===== src/rtl/iob_spi_master_mc.sv =====
// Single-lane SPI master with runtime divider, CPOL/CPHA modes, bit order,
// variable frame length and N_SS chip selects with optional hold between frames.
module iob_spi_master_mc #(
    parameter int DATA_W = 32,
    parameter int N_SS   = 4,
    parameter int DIV_W  = 8,
    parameter int LEN_W  = $clog2(DATA_W + 1),
    parameter int SS_W   = (N_SS > 1) ? $clog2(N_SS) : 1
) (
    input  logic              clk_i,
    input  logic              arst_i,
    input  logic              cfg_cpol_i,
    input  logic              cfg_cpha_i,
    input  logic              cfg_lsb_first_i,
    input  logic [DIV_W-1:0]  cfg_div_i,
    input  logic              cmd_valid_i,
    output logic              cmd_ready_o,
    input  logic [DATA_W-1:0] cmd_data_i,
    input  logic [LEN_W-1:0]  cmd_nbits_i,
    input  logic [SS_W-1:0]   cmd_ss_i,
    input  logic              cmd_hold_ss_i,
    output logic              rsp_valid_o,
    output logic [DATA_W-1:0] rsp_data_o,
    output logic              busy_o,
    output logic              sclk_o,
    output logic [N_SS-1:0]   ss_n_o,
    output logic              mosi_o,
    input  logic              miso_i
);

    localparam int EDGE_W = LEN_W + 1;

    typedef enum logic [2:0] {IDLE, SETUP, XFER, TAIL, DONE} state_t;

    state_t state_reg, state_next;

    logic              cpha_reg, lsb_reg, hold_reg;
    logic [DIV_W-1:0]  div_reg, cnt_reg;
    logic [LEN_W-1:0]  n_reg, tx_cnt_reg, rx_cnt_reg;
    logic [EDGE_W-1:0] edge_reg;
    logic [DATA_W-1:0] tx_reg, rx_reg, rsp_data_reg;
    logic              sclk_reg, mosi_reg;
    logic [N_SS-1:0]   ss_n_reg, ss_sel;

    logic              accept, half_end, last_edge, toggle, sample, shift;
    logic [EDGE_W-1:0] edge_new;
    logic [LEN_W-1:0]  n_in, tx_idx, rx_idx;

    // Zero or oversize lengths both mean a full DATA_W-bit frame
    assign n_in = (cmd_nbits_i == '0 || cmd_nbits_i > LEN_W'(DATA_W)) ? LEN_W'(DATA_W) : cmd_nbits_i;

    assign accept    = cmd_valid_i && (state_reg == IDLE);
    assign half_end  = (cnt_reg == div_reg);
    assign last_edge = (edge_reg == {n_reg, 1'b0});
    assign edge_new  = edge_reg + EDGE_W'(1);
    // Odd edges are leading; CPHA selects which edge parity samples
    assign sample    = toggle & (edge_new[0] ^ cpha_reg);
    assign shift     = toggle & ~sample & (tx_cnt_reg < n_reg);
    assign tx_idx    = lsb_reg ? tx_cnt_reg : n_reg - tx_cnt_reg - LEN_W'(1);
    assign rx_idx    = lsb_reg ? rx_cnt_reg : n_reg - rx_cnt_reg - LEN_W'(1);

    genvar gi;
    generate
        for (gi = 0; gi < N_SS; gi++) begin : g_ss_sel
            assign ss_sel[gi] = (cmd_ss_i == SS_W'(gi));
        end
    endgenerate

    always_ff @(posedge clk_i or posedge arst_i) begin
        if (arst_i) state_reg <= IDLE;
        else        state_reg <= state_next;
    end

    always_comb begin
        state_next = state_reg;
        toggle     = 1'b0;
        case (state_reg)
            IDLE:  if (cmd_valid_i) state_next = SETUP;
            SETUP: if (half_end) begin
                state_next = XFER;
                toggle     = 1'b1;
            end
            XFER:  if (half_end) begin
                if (last_edge) state_next = TAIL;
                else           toggle     = 1'b1;
            end
            TAIL:  if (half_end) state_next = DONE;
            DONE:  state_next = IDLE;
            default: state_next = IDLE;
        endcase
    end

    always_ff @(posedge clk_i or posedge arst_i) begin
        if (arst_i) begin
            cpha_reg     <= 1'b0;
            lsb_reg      <= 1'b0;
            hold_reg     <= 1'b0;
            div_reg      <= '0;
            cnt_reg      <= '0;
            n_reg        <= '0;
            tx_cnt_reg   <= '0;
            rx_cnt_reg   <= '0;
            edge_reg     <= '0;
            tx_reg       <= '0;
            rx_reg       <= '0;
            rsp_data_reg <= '0;
            sclk_reg     <= 1'b0;
            mosi_reg     <= 1'b0;
            ss_n_reg     <= '1;
        end else begin
            cnt_reg <= (state_reg == IDLE || state_reg == DONE || half_end) ? '0 : cnt_reg + DIV_W'(1);

            if (state_reg == IDLE) sclk_reg <= cfg_cpol_i;
            else if (toggle)       sclk_reg <= ~sclk_reg;

            if (accept) begin
                cpha_reg   <= cfg_cpha_i;
                lsb_reg    <= cfg_lsb_first_i;
                hold_reg   <= cmd_hold_ss_i;
                div_reg    <= cfg_div_i;
                n_reg      <= n_in;
                tx_reg     <= cmd_data_i;
                rx_reg     <= '0;
                rx_cnt_reg <= '0;
                edge_reg   <= '0;
                ss_n_reg   <= ~ss_sel;
                // CPHA=0 needs the first bit on the line before the leading edge
                if (!cfg_cpha_i) begin
                    mosi_reg   <= cfg_lsb_first_i ? cmd_data_i[0] : cmd_data_i[n_in - LEN_W'(1)];
                    tx_cnt_reg <= LEN_W'(1);
                end else begin
                    tx_cnt_reg <= '0;
                end
            end

            if (toggle) edge_reg <= edge_new;

            if (shift) begin
                mosi_reg   <= tx_reg[tx_idx];
                tx_cnt_reg <= tx_cnt_reg + LEN_W'(1);
            end

            if (sample) begin
                rx_reg[rx_idx] <= miso_i;
                rx_cnt_reg     <= rx_cnt_reg + LEN_W'(1);
            end

            if (state_reg == TAIL && half_end) begin
                rsp_data_reg <= rx_reg;
                if (!hold_reg) ss_n_reg <= '1;
            end
        end
    end

    assign cmd_ready_o = (state_reg == IDLE);
    assign busy_o      = ~cmd_ready_o;
    assign rsp_valid_o = (state_reg == DONE);
    assign rsp_data_o  = rsp_data_reg;
    assign sclk_o      = sclk_reg;
    assign mosi_o      = mosi_reg;
    assign ss_n_o      = ss_n_reg;

endmodule


===== config.mk =====
export PLATFORM = sky130hd
export DESIGN_NAME = iob_spi_master_mc
export DESIGN_NICKNAME = d
export VERILOG_FILES = /design/src/rtl/iob_spi_master_mc.sv
export SDC_FILE = /design/constraint.sdc
export NUM_CORES = 1
export LEC_CHECK = 0
export ABC_AREA = 1
export CAP_MARGIN = 20
export CORE_MARGIN = 1.5
export CORE_UTILIZATION = 30
export CTS_BUF_LIST = sky130_fd_sc_hd__clkbuf_8
export CTS_CLUSTER_DIAMETER = 100
export CTS_CLUSTER_SIZE = 16
export DETAILED_ROUTE_END_ITERATION = 10
export PLACE_DENSITY_LB_ADDON = 0.05
export SLEW_MARGIN = 15
export SYNTH_ARGS = -nofsm -noshare
export SYNTH_HDL_FRONTEND = slang
export SYNTH_SLANG_ARGS = --single-unit

===== constraint.sdc =====
create_clock -name clk_i -period 9.01 [get_ports clk_i]
set_clock_uncertainty 0.15 [all_clocks]
set_input_delay 1.802 -clock clk_i [delete_from_list [all_inputs] [get_ports clk_i]]
set_output_delay 1.802 -clock clk_i [all_outputs]
set_load 0.005 [all_outputs]

== After elaboration in Yosys (flattened, before gate mapping) ==
Index checks and enable logic that the tools add are counted.

* Bits in registers: 149
* Output and inout bits: 41
* Word-level logic and storage cells: 108

* $add $sub $neg: 9
* $lt $le $gt $ge: 6
* Eq/ne operators: 15
* Muxes and demuxes: 39
* Bitwise operators: 8
* Reductions and logical operators: 15

{| class="wikitable"
|+ Operator list
! operator !! number
|-
| two-way mux 32 bit || 2
|-
| two-way mux 6 bit || 7
|-
| bitwise mux 32 bit || 1
|-
| less-than comparator 6 bit, second input constant || 3
|-
| subtractor 6 x 1 -> 6 bit, second input constant || 3
|-
| two-way mux 3 bit || 5
|-
| two-way mux 7 bit || 2
|-
| two-way mux 1 bit || 13
|-
| adder 6 x 1 -> 6 bit, second input constant || 2
|-
| two-way mux 4 bit || 3
|-
| case mux 3 bit (4 select lines) || 1
|-
| subtractor 6 bit || 2
|-
| binary-select mux 1 bit (select 5 bit) || 2
|-
| != test 2 bit, second input constant || 5
|-
| adder 8 x 1 -> 8 bit, second input constant || 1
|-
| == test 8 bit || 1
|-
| two-way mux 8 bit || 1
|-
| nonzero test 2 bit || 4
|-
| adder 7 x 1 -> 7 bit, second input constant || 1
|-
| == test 7 bit || 1
|-
| == test 3 x 2 -> 1 bit, second input constant || 2
|-
| greater-or-equal comparator 6 x 1 -> 1 bit, second input constant || 1
|-
| > comparator 6 bit, second input constant || 1
|-
| logical NOT 6 bit || 1
|-
| 18 further kinds || 27
|}

== Depth between registers and ports, before layout ==
* Word-level depth: 10
* Gate-level depth with buffers: 16
* Mapped depth without buffers: 16

== Worst setup path after synthesis ==
Ideal clock, no wire load.

* Path type: input to register
* Start point: in cmd_nbits_i[5]
* End point: reg mosi_reg, in the netlist mosi_o
* Library setup time: 0.117 ns
* Data arrival time: 3.363 ns
* Setup slack: 5.380 ns
* Cell stages on the path: 14
* Path buffers: 2
* Cell sequence: inv_1 -> nand2_1 -> buf_2 -> ha_1 -> clkbuf_1 -> inv_1 -> nand3_1 -> nand3_1 -> nand3_1 -> nand3b_1 -> nand3_1 -> nand2_1 -> nand3_1 -> nand2_1

* Cells in the longest elaborated chain, start to end: 10
* Elaborated cells between the ends (all ways): 11
* Classes of those cells: add/sub (1); order compare (1); mux (7); reduce/logical (2)

{| class="wikitable"
|+ Ends and longest elaborated chain
! what !! RTL line !! RTL
|-
| from (decl) || 19 || <nowiki>input logic [LEN_W-1:0] cmd_nbits_i,</nowiki>
|-
| > comparator 6 bit or logical NOT 6 bit (tied branches) || 50 || <nowiki>assign n_in = (cmd_nbits_i == '0 || cmd_nbits_i > LEN_W'(DATA_W)) ? LEN_W'(DATA_W) : cmd_nbits_i;</nowiki>
|-
| logical OR 1 bit * || 50 ||
|-
| two-way mux 6 bit * || 50 ||
|-
| subtractor 6 x 1 -> 6 bit * || 129 || <nowiki>mosi_reg <= cfg_lsb_first_i ? cmd_data_i[0] : cmd_data_i[n_in - LEN_W'(1)];</nowiki>
|-
| binary-select mux 1 bit (select 5 bit) * || 129 ||
|-
| two-way mux 1 bit (not written as such) * || 129 ||
|-
| two-way mux 1 bit * || 129 ||
|-
| two-way mux 1 bit * || 128 || <nowiki>if (!cfg_cpha_i) begin</nowiki>
|-
| two-way mux 1 bit * || 116 || <nowiki>if (accept) begin</nowiki>
|-
| two-way mux 1 bit * || 138 || <nowiki>if (shift) begin</nowiki>
|-
| to (signal assigned) || 129 ||
|-
| to (signal assigned) || 139 || <nowiki>mosi_reg <= tx_reg[tx_idx];</nowiki>
|-
| to (decl) || 42 || <nowiki>logic sclk_reg, mosi_reg;</nowiki>
|}

Every way passes the cells marked *; elsewhere a longest branch is shown, timed or not. The select of a mux whose other input is x is not followed.
A chain may end at the register's enable or synchronous reset.

== Worst setup path in the final report ==
Ends and elaborated chain as after synthesis.

==> out/results.ini <==
[power]
switching_share_pct=43.2
power.density_nw_per_um2=259
combPwrFrac_pct=42.2
p_sw_uw=1110
p_int_uw=1450
p_leak_uw=0.00484
ir_drop_v=0.0000928
seq_power_share_pct=35.2
p_clk_share_pct=22.6
finalPower_uw=2560

[timing]
slew_violations=0
setup_viol=0
rsz0062_at_grt=false
min_period_ns=4.18
fmax_mhz=239
tns_ns=0
hold_violations=0
worstMarginPinSlew_ns=0.862
finalCritPeriodShare_pct=46.4
relSlewSlack_pct=42.5

[placement]
placed_area_um2=9430
place_inst=1521
gp_congestion=0.812
port_buffers=96
hpwlAfterDp_um=15100

[logic_synthesis]
synth_cell_types=40
syn-cell-area_um2=8150
netlist_instances=1110
synth.avg_cell_area_um2=7.34
synthesis.yosys.warnings=0
seq_area_frac_synth_pct=45.8
synthTopCellsByArea=dfrtp_1 45%, nand2_1 20%, inv_1 5.8%, o21ai_0 5.7%, nand3_1 5.1%
ys_ff_latch=149
synth_top_cell_by_area=dfrtp_1
synth.top_cell.area_share_pct=44.5
syn_nets=1188

[clock_tree]
clk_pin_slew_ns=0.09
root_buffer=clkbuf_8
hold_buffers=0
htree_levels=4
clk_latency_ns=0.45
cts.sinks=149
cts-resized-gates=0
numCtsBuffers=17
cts_tree=yes
clk_path_buf_depth=2
post_cts_buffers=0

[worst_setup_path]
end_kind=register
crit_required_ns=9.21
worst-setup-path-type=in2reg
worstPathMaxFanout=21
cp-start-kind=input pin
critPathArrivalTime_ns=4.38

[floorplan]
dieArea_um2=28200
ioPinCount=97
die_y_um=168
core.rowCount=60
start_util_pct=30.4
coreArea_um2=26800
die_x_um=168

[routing]
antenna_left=0
drc=0
vias_per_cell=4.45
vias=6912
drt_wl_total_um=21700
drtPass1Iterations=5
drt_iter0_markers=467
wire_per_inst_um=14.0

[cells_and_area]
drive_gt1_share_pct=6.27
antenna_cells=0
design_area_um2=9860
area_delta_synth_final_pct=21.0
finalNonFillerCells=1553
nNetsFinal=1277
fin_util_pct=36.8

[global_route]
grt_usage_pct=16.2
grt_pass1_vias=6760
antenna_found_initial=0
grt_max_degree=92
grt.overflow.total=0
grt_pass1_wl_um=36200

[run]
maxCapViolCount=0

[status]
outcome=finished, final reports clean

[min_path]
worstHoldPathType=reg2reg

## metrics by stage
stage,hold WS [ns],setup slack (ns)
6_report,0.321,4.83
5_1_grt,0.340,4.60
4_1_cts,0.324,4.87
3_5_place_dp,0.301,4.37
3_3_place_gp,0.296,4.43
2_1_floorplan,0.284,3.06
## worst paths after layout
kind / cells after the start / slack [ns] / end / start
min reg2reg: 2 / 0.32 / hold_reg / hold_reg
max in group asynchronous: 3 / 5.61 / tx_reg[29] / arst_i
min in group asynchronous: 2 / 1.75 / rsp_data_o[26] / arst_i
max reg2reg: 14 / 5.73 / mosi_o / tx_cnt_reg[0]
min: 2 / 0.32 / hold_reg / hold_reg
max: 13 / 4.83 / mosi_o / cmd_nbits_i[5]
## layout make-up
type	instances	area [µm²]
multi-input cells	793	3750
well taps	341	427
fillers	2901	16900
flip-flops and latches	149	3730
clock inverters	15	196
inverters	136	518
repair buffers	102	1010
clock buffers	17	234
## metal layers
metal / global-route usage (%) / vias to the layer above / part of all wire (%)
met3: 2.52 / 14 / 2.6
met2: 27.1 / 110 / 48
met4: 4.62 / 0 / 1.3
met5: 0 / - / 0
li1: - / 3637 / -
met1: 21.8 / 3151 / 49
## Yosys cell counts
| master | instances |
|---|---|
| a21o_1 | 1 |
| a21oi_1 | 15 |
| a21oi_2 | 1 |
| a22o_1 | 2 |
| a31oi_1 | 1 |
| buf_2 | 13 |
| buf_4 | 5 |
| clkbuf_1 | 14 |
| dfrtp_1 | 145 |
| dfstp_2 | 4 |
| fa_1 | 2 |
| ha_1 | 20 |
| inv_1 | 127 |
| inv_2 | 8 |
| inv_4 | 1 |
| nand2_1 | 426 |
| nand2_2 | 5 |
| nand2_4 | 3 |
| nand2b_1 | 1 |
| nand3_1 | 83 |
| nand3_2 | 1 |
| nand3_4 | 1 |
| nand3b_1 | 4 |
| nand4_1 | 3 |
| nor2_1 | 73 |
| nor2_2 | 6 |
| nor2_4 | 2 |
| nor2_8 | 1 |
| nor3_1 | 3 |
| nor4_1 | 1 |
| o211ai_1 | 3 |
| o21ai_0 | 93 |
| o21ai_1 | 8 |
| o21ai_2 | 2 |
| o21bai_1 | 3 |
| o22ai_1 | 3 |
| or2_1 | 1 |
| or2_2 | 2 |
| xnor2_1 | 10 |
| xor2_1 | 13 |
## logic make-up after synthesis
| group | synth area share, % |
|---|---|
| fa+ha+maj | 3.56 |
| compound gates | 8.61 |
| flops | 45.8 |
| simple gates | 31.4 |
| xor+xnor | 2.47 |
| buf+inv | 8.20 |
## power groups by stage
stage          logic [µW]  clock network (µW)  registers [µW]
6_report             1080                 578             900
5_1_grt              1240                 629             922
4_1_cts              1100                 600             903
3_5_place_dp         1100                   0             915
3_3_place_gp         1100                   0             917
2_1_floorplan         805                   0             877
## layout by cell type (no fill, tap or decap), types with 10 or more instances in the layout
cell type and instances:
inv_1 126, a21oi_1 15, nand3_1 83, nand2_1 426
clkbuf_8 17, xnor2_1 10, xor2_1 13, dfrtp_1 145
ha_1 20, nor2_1 73, o21ai_0 93, clkdlybuf4s50_1 96
## worst max-delay path, stage by stage
cell and delay (ns):
clkdlybuf4s50_1 0.44, inv_1 0.15, nand2_1 0.44, ha_1 0.68
inv_1 0.22, nand3_1 0.13, nand3_1 0.09, nand3_1 0.11
nand3b_1 0.08, nand3_1 0.09, nand2_1 0.05, nand3_1 0.06
nand2_1 0.05
No activity file was read; power rests on OpenSTA's default activity.
